**src/rtl/mfsc_pkg.sv**
```systemverilog
// Shared constants and FSM encoding for the MFSC feature-map streamer.
package mfsc_pkg;
    localparam int MFSC_DATA_W      = 16;
    localparam int MFSC_FEATURE_LEN = 1600;

    typedef enum logic [1:0] {
        IDLE   = 2'd0,
        STREAM = 2'd1,
        DONE   = 2'd2
    } mfsc_state_t;
endpackage

```
**src/rtl/mfsc_feature_streamer_fifo.sv**
```systemverilog
// Synchronous FIFO with extra-bit pointers; contents are not reset, only the pointers.
module sync_fifo
    import mfsc_pkg::*;
#(
    parameter int DATA_W = MFSC_DATA_W,
    parameter int DEPTH  = 32
) (
    input  logic                     clk,
    input  logic                     reset,
    input  logic                     push,
    input  logic [DATA_W-1:0]        push_data,
    input  logic                     pop,
    output logic [DATA_W-1:0]        pop_data,
    output logic                     full,
    output logic                     empty,
    output logic [$clog2(DEPTH):0]   level
);
    localparam int AW = $clog2(DEPTH);

    logic [DATA_W-1:0] mem [DEPTH];
    logic [AW:0]       wr_ptr;
    logic [AW:0]       rd_ptr;
    logic              do_push;
    logic              do_pop;

    assign do_push  = push && !full;
    assign do_pop   = pop && !empty;
    assign empty    = (wr_ptr == rd_ptr);
    assign full     = (wr_ptr[AW] != rd_ptr[AW]) && (wr_ptr[AW-1:0] == rd_ptr[AW-1:0]);
    assign level    = wr_ptr - rd_ptr;
    assign pop_data = mem[rd_ptr[AW-1:0]];

    always_ff @(posedge clk or posedge reset) begin
        if (reset) begin
            wr_ptr <= '0;
            rd_ptr <= '0;
        end else begin
            if (do_push) wr_ptr <= wr_ptr + 1'b1;
            if (do_pop)  rd_ptr <= rd_ptr + 1'b1;
        end
    end

    always_ff @(posedge clk) begin
        if (do_push) mem[wr_ptr[AW-1:0]] <= push_data;
    end
endmodule

```
**src/rtl/mfsc_feature_streamer.sv**
```systemverilog
// Buffers log10 coefficients and streams exactly FEATURE_LEN of them per start pulse.
module mfsc_feature_streamer
    import mfsc_pkg::*;
#(
    parameter int DATA_W      = MFSC_DATA_W,
    parameter int DEPTH       = 32,
    parameter int FEATURE_LEN = MFSC_FEATURE_LEN
) (
    input  logic                   clk,
    input  logic                   reset,
    input  logic                   in_valid,
    input  logic [DATA_W-1:0]      in_data,
    output logic                   in_ready,
    input  logic                   start,
    output logic [DATA_W-1:0]      log10_result,
    output logic                   log10_result_Rready,
    input  logic                   log10_result_Wready,
    output logic                   busy,
    output logic                   feature_sent,
    output logic                   overflow,
    output logic [$clog2(DEPTH):0] fifo_level
);
    localparam int CW = $clog2(FEATURE_LEN);
    localparam logic [CW-1:0] LAST = CW'(FEATURE_LEN - 1);

    mfsc_state_t       state;
    logic [CW-1:0]     sent_cnt;
    logic [DATA_W-1:0] fifo_data;
    logic              fifo_full;
    logic              fifo_empty;
    logic              xfer;
    logic              last_held;
    logic              load;

    assign in_ready  = !fifo_full;
    assign xfer      = log10_result_Rready && log10_result_Wready;
    // Once the final word of the map sits in the register, nothing more is pulled.
    assign last_held = log10_result_Rready && (sent_cnt == LAST);
    assign load      = (state == STREAM) && !fifo_empty &&
                       (!log10_result_Rready || log10_result_Wready) && !last_held;

    sync_fifo #(.DATA_W(DATA_W), .DEPTH(DEPTH)) u_fifo (
        .clk       (clk),
        .reset     (reset),
        .push      (in_valid),
        .push_data (in_data),
        .pop       (load),
        .pop_data  (fifo_data),
        .full      (fifo_full),
        .empty     (fifo_empty),
        .level     (fifo_level)
    );

    always_ff @(posedge clk or posedge reset) begin
        if (reset) begin
            state               <= IDLE;
            sent_cnt            <= '0;
            log10_result        <= '0;
            log10_result_Rready <= 1'b0;
            busy                <= 1'b0;
            feature_sent        <= 1'b0;
            overflow            <= 1'b0;
        end else begin
            feature_sent <= 1'b0;
            case (state)
                IDLE: if (start) begin
                    state    <= STREAM;
                    sent_cnt <= '0;
                    busy     <= 1'b1;
                    overflow <= 1'b0;
                end
                STREAM: if (xfer) begin
                    sent_cnt <= sent_cnt + CW'(1);
                    if (sent_cnt == LAST) begin
                        state        <= DONE;
                        busy         <= 1'b0;
                        feature_sent <= 1'b1;
                    end
                end
                default: state <= IDLE;
            endcase

            if (load) begin
                log10_result        <= fifo_data;
                log10_result_Rready <= 1'b1;
            end else if (xfer) begin
                log10_result_Rready <= 1'b0;
            end

            // A drop in the same cycle as a clearing start still leaves the flag set.
            if (in_valid && fifo_full) overflow <= 1'b1;
        end
    end
endmodule

```
**config.mk**
```make
export PLATFORM = sky130hd
export DESIGN_NAME = mfsc_feature_streamer
export DESIGN_NICKNAME = d
export VERILOG_FILES = /design/src/rtl/mfsc_pkg.sv /design/src/rtl/mfsc_feature_streamer_fifo.sv /design/src/rtl/mfsc_feature_streamer.sv
export SDC_FILE = /design/constraint.sdc
export NUM_CORES = 1
export LEC_CHECK = 0
export CAP_MARGIN = 0
export CORE_ASPECT_RATIO = 1.25
export CORE_MARGIN = 8
export CORE_UTILIZATION = 40
export DETAILED_ROUTE_END_ITERATION = 6
export HOLD_SLACK_MARGIN = 0.12
export SLEW_MARGIN = 20
export SYNTH_ARGS = -nofsm -noshare
export SYNTH_HDL_FRONTEND = slang
export SYNTH_HIERARCHICAL = 1
export SYNTH_SLANG_ARGS = --single-unit
export TNS_END_PERCENT = 1
```
**constraint.sdc**
```tcl
create_clock -name clk -period 4.8 [get_ports clk]
set_input_delay 0.96 -clock clk [delete_from_list [all_inputs] [get_ports clk]]
set_output_delay 0.96 -clock clk [all_outputs]
set_load 0.03 [all_outputs]
```
==> results.md <==
• **Net count, final** 1232
• **overall die width** 225 um
• **DR iter-0 viols** 1142
• **cell at the root of the clock tree** sky130_fd_sc_hd__clkbuf_16
• **top_reg_cell synth** sky130_fd_sc_hd__edfxtp_1
• **Mapped Nets** 1125
• **Crit path top cell by count** sky130_fd_sc_hd__inv_1
• **overall power of the completed layout** 14.9 mW
• **required time of the critical path** 3.84 ns
• **drc violations** 0
• **post-cts gate resize count** 0
• **highest clock frequency the design can meet** 0.246 GHz
• **Synth Area in XOR/XNOR** 0.879%
• **buffers added on ports** 47
• **number of buffers and inverters on the critical path** 3
• **number of distinct standard cells referenced by the synthesized netlist** 55
• **leakage component of the power** 8.19 nW
• **mapped cell area** 21900 sq um
• **top library cells by usage in the layout, fill and taps aside** sky130_fd_sc_hd__edfxtp_1 (512), sky130_fd_sc_hd__mux4_2 (96), sky130_fd_sc_hd__buf_4 (65)
• **clock tree buffer depth** 3
• **Synth Instances** 1092
• **post-detailed-placement half-perimeter wirelength** 30800 um
• **Final Cycle Share** 84.6%
• **initial antenna violation count** 1
• **clock latency on the worst-skew pair** 0.57 ns
• **CTS buffer count** 49
• **max-capacitance violation count** 0
• **postcts setup bufs** 0
• **starting density of the core** 40.2%
• **biggest fanout along the worst timing path** 4
• **category of the critical setup timing path** reg -> out
• **slowest stage cell on the critical path** sky130_fd_sc_hd__clkdlybuf4s50_1
• **routed via count** 10883
• **final core utilization** 45.9%
• **Die Span Y** 278 um
• **routed via count divided by cell count** 5.52
• **number of storage elements in the synthesis netlist** 557
• **Final ANT Viol Nets** 0
• **number of detailed-route iterations in the first pass** 5
• **FP Rows** 96
• **clk slew on worst S/H paths** 0.07 ns
• **path class of the lowest-slack min-delay path** reg -> reg
• **Hold Fails Final Rpt** 0
• **Max VDD drop** 0.000579 V
• **layout cells sized above 1** 22.5%
• **first-pass GRT wire length** 75600 um
• **run status** completed
• **post-synthesis area per instance** 20.1 sq um
• **worst-margin pin slew** 1.01 ns
• **Compound-Gate Fraction of Synth Area** 4.74%
• **power density over cell area** 595 nW/um^2
• **clock tree from TritonCTS** built
• **dominant combinational cell family by area after synthesis** multiplexers
• **DRT Wirelength** 51400 um
• **synthesized-area fraction occupied by and/or/nand/nor cells** 2.63%
• **via count of the first global-routing pass** 11004
• **DIE AREA** 62600 sq um
• **hold buffer count at cts** 0
• **stage delay of the slowest cell on the critical path** 0.75 ns
• **CORE AREA** 54500 sq um
• **mux contribution to synthesized area** 13.8%
• **I/O Pins** 48
• **Worst path top cell family by delay** buffers and inverters
• **worst setup skew after layout** 0.0238 ns
• **Syn-to-layout area delta** 14.2%
• **CP Capture Type** primary output
• **clock period minus worst slack** 4.06 ns
• **startpoint type of the worst setup path** flop
• **RSZ-0062 raised after global routing** no
• **proportion of register bits with asynchronous set or reset after synthesis** 8.08%
• **GRT Residual Overflow** 0
• **setup TNS after final layout** 0 ns
• **wire per inst** 26.0 um
• **diode count** 0
• **worst endpoint data arrival time** 3.10 ns
• **number of flops mapped to enable cells by yosys** 512
• **most common cell after layout, fill and taps aside** sky130_fd_sc_hd__edfxtp_1
• **final max-slew violation count** 0
• **final weighted congestion in routability-driven placement** 0.851
• **Adder-Cell Fraction of Synth Area** 0.720%
• **endpoints failing setup** 0
• **number of clock sinks seen by CTS** 557
• **worst-case hold slack** 0.504 ns
• **crit path cell chain** inv_1, ha_1, fa_1, inv_1, a21o_1, a21oi_1, xnor2_1, clkdlybuf4s50_1
• **maximum number of pins on one net before global-route repair** 90
• **total global-route track usage** 16.4%
• **post-synthesis sequential area ratio** 75.3%
• **number of levels the H-tree was split into** 2
• **number of warnings issued by yosys** 6
• **Rel. slew slack** 32.4%
## cell usage after synthesis (all sizes together) (11+ instances only)
cell,count,area share [%]
a2111oi,16,1.1
mux2,16,0.98
buf,27,1.1
a22oi,16,0.55
a22o,16,0.64
inv,18,0.31
o221ai,16,0.64
ha,11,0.63
clkbuf,30,0.51
edfxtp,512,70
xnor2,20,0.80
nand2,18,0.31
dfrtp,45,5.1
nor2,51,0.89
o22ai,16,0.46
mux2i,64,2.9
mux4,96,9.9
a21oi,35,0.80
## area by class of cell
| cell class | instances | area, sq um |
|---|---|---|
| Fill cell | 4673 | 29500 |
| Sequential cell | 557 | 16500 |
| Multi-Input combinational cell | 460 | 5000 |
| Clock buffer | 62 | 1320 |
| Timing Repair Buffer | 113 | 953 |
| Tap cell | 735 | 920 |
| Clock inverter | 28 | 264 |
| Inverter | 18 | 67.6 |
## worst register-to-register path, cell delays in order (launching register included)
cell and delay, ns:
sky130_fd_sc_hd__dfrtp_1 0.56, sky130_fd_sc_hd__inv_1 0.09, sky130_fd_sc_hd__ha_1 0.35, sky130_fd_sc_hd__nand4_1 0.21
sky130_fd_sc_hd__or2_2 0.20, sky130_fd_sc_hd__nor2_1 0.05, sky130_fd_sc_hd__nor3b_1 0.28, sky130_fd_sc_hd__nand2_1 0.10
sky130_fd_sc_hd__nor2_2 0.61, sky130_fd_sc_hd__o31a_1 0.37, sky130_fd_sc_hd__nand4_1 0.15, sky130_fd_sc_hd__xnor2_1 0.16
## logic make-up (layout without fill, tap and decap cells)
family                   count (synthesis)  count (layout)
buffers and inverters                   75             221
flip-flops                             557             557
AND/OR/NAND/NOR                        116             116
AO/OA/AOI/OAI                          134             134
XOR/XNOR                                22              22
multiplexers                           176             176
adder cells (fa/ha/maj)                 12              12
## sequential cells by signal, summed over array words and instances, names as in the netlist
name,count
sent_cnt,11
feature_sent,1
overflow,1
u_fifo/rd_ptr,6
busy,1
log10_result_Rready,1
state,2
u_fifo/wr_ptr,6
u_fifo/mem,512
log10_result,16
## per-stage QoR
step,cell area [sq um],cells,worst slack (ns)
global placement,23500,1883,1.41
global route,25000,1973,0.663
detailed placement,23500,1883,1.37
CTS,25100,1973,0.741
finish,25000,1973,0.739
floorplan,21900,1092,1.31
## where the power goes
group	total [mW]	internal (mW)	switching (mW)
Combinational	5.02	2.04	2.98
Sequential	5.99	5.75	0.241
Clock	3.90	2.21	1.68
Total	14.9	10.0	4.90
## per-layer routing
metal  up-vias  share of wire [%]  track usage, %
met4         0                2.9            5.31
met2       319                 50            27.4
met3        68                4.5            2.02
met1      5801                 42            22.2
met5         -                  0               0
li1       4695                  -               -
## path summary, 6_finish.rpt
kind,from,end,slack (ns),cells after the start
setup / recovery,u_fifo/wr_ptr[0],fifo_level[4],0.74,8
setup reg to reg,u_fifo/rd_ptr[3],u_fifo/rd_ptr[4],1.52,11
max in group asynchronous,reset,log10_result[1],2.98,3
min in group asynchronous,reset,u_fifo/wr_ptr[2],0.85,2
hold / removal,log10_result[9],log10_result[9],0.50,1
hold reg to reg,log10_result[9],log10_result[9],0.50,1
Power figures use the tool's default switching activity.
